[config.mk]
export PLATFORM = sky130hd
export DESIGN_NAME = braille_to_ascii_display
export DESIGN_NICKNAME = d
export VERILOG_FILES = /design/src/rtl/braille_to_ascii_display.sv
export SDC_FILE = /design/constraint.sdc
export NUM_CORES = 1
export LEC_CHECK = 0
export CELL_PAD_IN_SITES_DETAIL_PLACEMENT = 1
export CELL_PAD_IN_SITES_GLOBAL_PLACEMENT = 1
export CORE_MARGIN = 1.5
export CORE_UTILIZATION = 45
export DETAILED_ROUTE_END_ITERATION = 10
export PLACE_DENSITY = 0.86
export SYNTH_ARGS = -nofsm -noshare
export SYNTH_HDL_FRONTEND = slang
export SYNTH_SLANG_ARGS = --single-unit
[constraint.sdc]
create_clock -name clk -period 0.9 [get_ports clk]
set_clock_uncertainty 0.05 [all_clocks]
set_input_delay 0.18 -clock clk [delete_from_list [all_inputs] [get_ports clk]]
set_output_delay 0.18 -clock clk [all_outputs]
set_load 0.01 [all_outputs]
[src/rtl/braille_to_ascii_display.sv]
`default_nettype none
// ============================================================================
// braille_to_ascii_display: 6-dot Braille letter -> ASCII 65..90 on two
// registered 7-segment digits (tens, units). Rev 1.0
// ============================================================================
module braille_to_ascii_display (
   input  logic       clk,
   input  logic       rst,
   input  logic [5:0] braille,
   output logic [6:0] digit_1,
   output logic [6:0] digit_2,
   output logic       valid
);

   localparam logic [6:0] SEG_BLANK = 7'b0000000;
   localparam logic [6:0] SEG_DASH  = 7'b0000001;

   logic       letter_ok;
   logic [6:0] ascii;
   logic [7:0] bcd;

   function automatic logic [7:0] bin_to_bcd(input logic [6:0] bin);
      logic [14:0] sh;
      sh = {8'd0, bin};
      for (int i = 0; i < 7; i++) begin
         if (sh[10:7] >= 4'd5)  sh[10:7]  = sh[10:7]  + 4'd3;
         if (sh[14:11] >= 4'd5) sh[14:11] = sh[14:11] + 4'd3;
         sh = sh << 1;
      end
      return sh[14:7];
   endfunction

   function automatic logic [6:0] seg7(input logic [3:0] d);
      logic [6:0] s;
      case (d)
         4'd0:    s = 7'b1111110;
         4'd1:    s = 7'b0110000;
         4'd2:    s = 7'b1101101;
         4'd3:    s = 7'b1111001;
         4'd4:    s = 7'b0110011;
         4'd5:    s = 7'b1011011;
         4'd6:    s = 7'b1011111;
         4'd7:    s = 7'b1110000;
         4'd8:    s = 7'b1111111;
         4'd9:    s = 7'b1111011;
         default: s = SEG_DASH;
      endcase
      return s;
   endfunction

   always_comb begin
      letter_ok = 1'b1;
      ascii     = 7'd0;
      case (braille)
         6'b100000: ascii = 7'd65;
         6'b110000: ascii = 7'd66;
         6'b100100: ascii = 7'd67;
         6'b100110: ascii = 7'd68;
         6'b100010: ascii = 7'd69;
         6'b110100: ascii = 7'd70;
         6'b110110: ascii = 7'd71;
         6'b110010: ascii = 7'd72;
         6'b010100: ascii = 7'd73;
         6'b010110: ascii = 7'd74;
         6'b101000: ascii = 7'd75;
         6'b111000: ascii = 7'd76;
         6'b101100: ascii = 7'd77;
         6'b101110: ascii = 7'd78;
         6'b101010: ascii = 7'd79;
         6'b111100: ascii = 7'd80;
         6'b111110: ascii = 7'd81;
         6'b111010: ascii = 7'd82;
         6'b011100: ascii = 7'd83;
         6'b011110: ascii = 7'd84;
         6'b101001: ascii = 7'd85;
         6'b111001: ascii = 7'd86;
         6'b010111: ascii = 7'd87;
         6'b101101: ascii = 7'd88;
         6'b101111: ascii = 7'd89;
         6'b101011: ascii = 7'd90;
         default:   letter_ok = 1'b0;
      endcase
   end

   assign bcd = bin_to_bcd(ascii);

   always_ff @(posedge clk or posedge rst) begin
      if (rst) begin
         digit_1 <= SEG_BLANK;
         digit_2 <= SEG_BLANK;
         valid   <= 1'b0;
      end else begin
         digit_1 <= letter_ok ? seg7(bcd[7:4]) : SEG_DASH;
         digit_2 <= letter_ok ? seg7(bcd[3:0]) : SEG_DASH;
         valid   <= letter_ok;
      end
   end

endmodule
`default_nettype wire

==> results_dict.tcl, run 1 <==
set metrics [dict create \
    yosysTopAreaCellShare_pct 23.4 \
    root_buffer "clkbuf_4" \
    synth-seq-area-share_pct 23.4 \
    ctsHoldBuffers 0 \
    synth_cells 177 \
    clock-sinks 15 \
    cts_max_path_buffers 2 \
    stop_stage "4_1_cts" \
    ys_seq_elements 15 \
    yosysMostFrequentCell "dfrtp_1" \
    synth_area_mm2 0.00160 \
    synth_nets 197 \
    avgSynthCellArea_um2 9.05 \
    status "stopped before the end" \
    postCtsSetupBuffers 18 \
    stop_error "[ERROR DPL-0033] detailed placement checks failed during check placement." \
    synth_common_cells "dfrtp_1, inv_1, a21oi_1, ha_1, nor2_1" \
    io-pin-count 23 \
    gp_congestion 0.928 \
    dieWidth_um 62.7 \
    dp_hpwl_um 4880 \
    place_inst 283 \
    yosys_most_used_dff "dfrtp_1" \
    numCtsBuffers 3 \
    io_buffers 22 \
    fp-row-count 21 \
    yosysWarnings 0 \
    postCtsResizedCells 133 \
    netlist_top_cells_area "dfrtp_1, ha_1, a21oi_1, inv_1, buf_6" \
    initial_utilization_pct 47.6 \
    die_h_um 62.7 \
    htreeDepth 1 \
    ys_types 63 \
    synth-edff-count 0 \
    ys_async_sr_fraction_pct 100 \
    synth_largest_area_cell "dfrtp_1" \
]
## through the flow
step           instance area [um^2]  util (%)  worst slack (ns)  TNS (ns)
3_5_place_dp                   2290      68.0             -2.54    -34.09
3_3_place_gp                   2290      68.0             -2.24    -31.27
2_1_floorplan                  1730         -             -1.74    -19.42
## kinds of logic after synthesis
group | count (synthesis) | synth area share [%]
AOI/OAI and AO/OA | 59 | 30.2
and+or+nand+nor | 52 | 19.8
buffers and inverters | 29 | 10.1
DFF | 15 | 23.4
adders and majority gates | 12 | 9.37
muxes | 7 | 5.55
xor gates and xnor gates | 3 | 1.64
==> run 2, diff against run 1 <==
==> config.mk (replaced) <==
export PLATFORM = sky130hd
export DESIGN_NAME = braille_to_ascii_display
export DESIGN_NICKNAME = d
export VERILOG_FILES = /design/src/rtl/braille_to_ascii_display.sv
export SDC_FILE = /design/constraint.sdc
export NUM_CORES = 1
export LEC_CHECK = 0
export CORE_MARGIN = 1.5
export CORE_UTILIZATION = 40
export DETAILED_ROUTE_END_ITERATION = 10
export PLACE_DENSITY_LB_ADDON = 0.15
export SYNTH_ARGS = -nofsm -noshare
export SYNTH_HDL_FRONTEND = slang
export SYNTH_SLANG_ARGS = --single-unit
==> results_dict.tcl, run 2 <==
set metrics [dict create \
    cts.clk_slew.worst_paths_ns 0.06 \
    synth-edff-count 0 \
    drv_slew 0 \
    syn_to_final_growth_pct 76.8 \
    firstDrtPassIters 4 \
    min_period_ns 2.47 \
    final_common_cell "buf_4" \
    grtUsageMet3_pct 2.21 \
    dpl_cell_area_mm2 0.00231 \
    final_nets 292 \
    dieArea_mm2 0.00439 \
    gp_congestion 0.895 \
    antenna_found_initial 0 \
    grt_pass1_vias 1673 \
    status "complete, but fails checks" \
    drt_iter0_markers 84 \
    cts_tree "done" \
    numCtsBuffers 3 \
    ys_seq_elements 15 \
    crit_fanout 4 \
    grtUsageMet2_pct 42.9 \
    finalSetupViolCount 30 \
    top_regs "digit_1: 7 flops, digit_2: 7 flops, valid: 1 flops" \
    io_buffers 22 \
    met1_usage_pct 24.5 \
    timing.fmax_mhz 405 \
    final_cell_mix "buf_4, buf_6, buf_2" \
    final_core_util_pct 75.6 \
    fin_ws_ns -1.57 \
    cp-start-kind "input pin" \
    synth_cells 177 \
    critPathKind "input pin to register" \
    final_antenna_net_count 0 \
    yosysMostFrequentCell "dfrtp_1" \
    busiest_layer "met2" \
    wl_per_cell_um 16.3 \
    end_kind "register" \
    synth_nets 197 \
    place_inst 290 \
    dp_hpwl_um 3210 \
    grt_pass1_wl_um 7630 \
    grt_max_degree 16 \
    avgSynthCellArea_um2 9.05 \
    fin_tns_setup_ns -20.64 \
    instances_no_fill 319 \
    io-pin-count 23 \
    htreeDepth 1 \
    synth_common_cells "dfrtp_1, inv_1, a21oi_1, ha_1, nor2_1" \
    grt.total_usage_pct 22.2 \
    max_cap_viol_count 0 \
    pre_cts_slack_ns -2.40 \
    yosysTopAreaCellShare_pct 23.4 \
    coreArea_mm2 0.00374 \
    vdd_ir_drop_max_uv 460 \
    viasPerCell 5.52 \
    synth-seq-area-share_pct 23.4 \
    root_buffer "clkbuf_8" \
    wl_um 5220 \
    leakage_nw 1.32 \
    fp-row-count 22 \
    rsz0062_at_grt "true" \
    vias 1762 \
    initial_utilization_pct 42.8 \
    final-hold-violation-count 0 \
    ys_types 63 \
    clock-sinks 15 \
    hp-class "input pin to async pin" \
    power.total_mw 3.35 \
    ys_async_sr_fraction_pct 100 \
    worst_slew_pin_slew_ns 0.389 \
    synth_area_mm2 0.00160 \
    relSlewSlack_pct 73.7 \
    post-route-period-util_pct 275 \
    power_density_mw_per_mm2 1180 \
    stdcell_area_mm2 0.00283 \
    cts_max_path_buffers 2 \
    yosysWarnings 0 \
    holdWs_ns 0.198 \
    yosys_most_used_dff "dfrtp_1" \
    die_h_um 66.3 \
    crit_arrival_ns 2.54 \
    violations "negative setup slack" \
    overflow 0 \
    drive_above_1_share_pct 64.9 \
    drc 0 \
    netlist_top_cells_area "dfrtp_1, ha_1, a21oi_1, inv_1, buf_6" \
    antenna_cells 0 \
    synth_largest_area_cell "dfrtp_1" \
    cp.required_ns 0.97 \
    dieWidth_um 66.3 \
]
-- run 2: logic make-up after synthesis --
kind of cell             count (synthesis)  synth area share [%]
adder cells (fa/ha/maj)                 12                  9.37
flip-flops                              15                  23.4
AND/OR/NAND/NOR                         52                  19.8
buffers and inverters                   29                  10.1
AO/OA/AOI/OAI                           59                  30.2
XOR/XNOR                                 3                  1.64
multiplexers                             7                  5.55
-- run 2: cell type report --
cell class	count	area (um^2)
well taps	48	60.1
repair buffers	103	927
fillers	239	912
clock buffers	4	45.0
inverters	16	75.1
flip-flops and latches	15	375
multi-input cells	133	1350
-- run 2: path summary, 6_finish.rpt --
kind                             from         end  cells after the start
max in group asynchronous         rst  digit_1[4]                      3
worst min-delay path              rst  digit_2[0]                      3
min in group clk           braille[0]  digit_1[0]                      6
worst max-delay path       braille[2]  digit_1[2]                     18
-- run 2: metal layers --
layer	routed length [um]	vias to the layer above	share of wire, %
met5	0	-	0
met4	94	0	1.8
met3	196	11	3.8
met2	2900	52	56
met1	2020	871	39
li1	-	828	-
-- run 2: critical path: stages --
cell      delay (ns)
buf_8           0.10
buf_6           0.11
a21oi_4         0.15
nor3_4          0.06
nor2_4          0.08
o21ai_2         0.05
a32oi_1         0.17
ha_1            0.26
o21ai_1         0.08
a21o_1          0.13
o211ai_4        0.10
buf_6           0.13
buf_6           0.10
nand2b_4        0.14
mux2i_4         0.21
ha_2            0.20
mux2i_1         0.18
nor2_1          0.08
-- run 2: repair_timing --
action / CTS / global route
hold buffers: 0 / 0
buffers inserted: 16 / 11
cloned: 0 / 1
resized for setup: 147 / 32
pin swaps: 24 / 28
endpoints found under the setup margin: 30 / 30
-- run 2: where the power goes --
group / switching (mW) / total [mW] / internal, mW
Sequential: 0.0264 / 0.798 / 0.772
Combinational: 0.970 / 2.03 / 1.06
Clock: 0.214 / 0.527 / 0.313
Total: 1.21 / 3.35 / 2.14
Note: power is estimated with default switching activity, not from simulation.
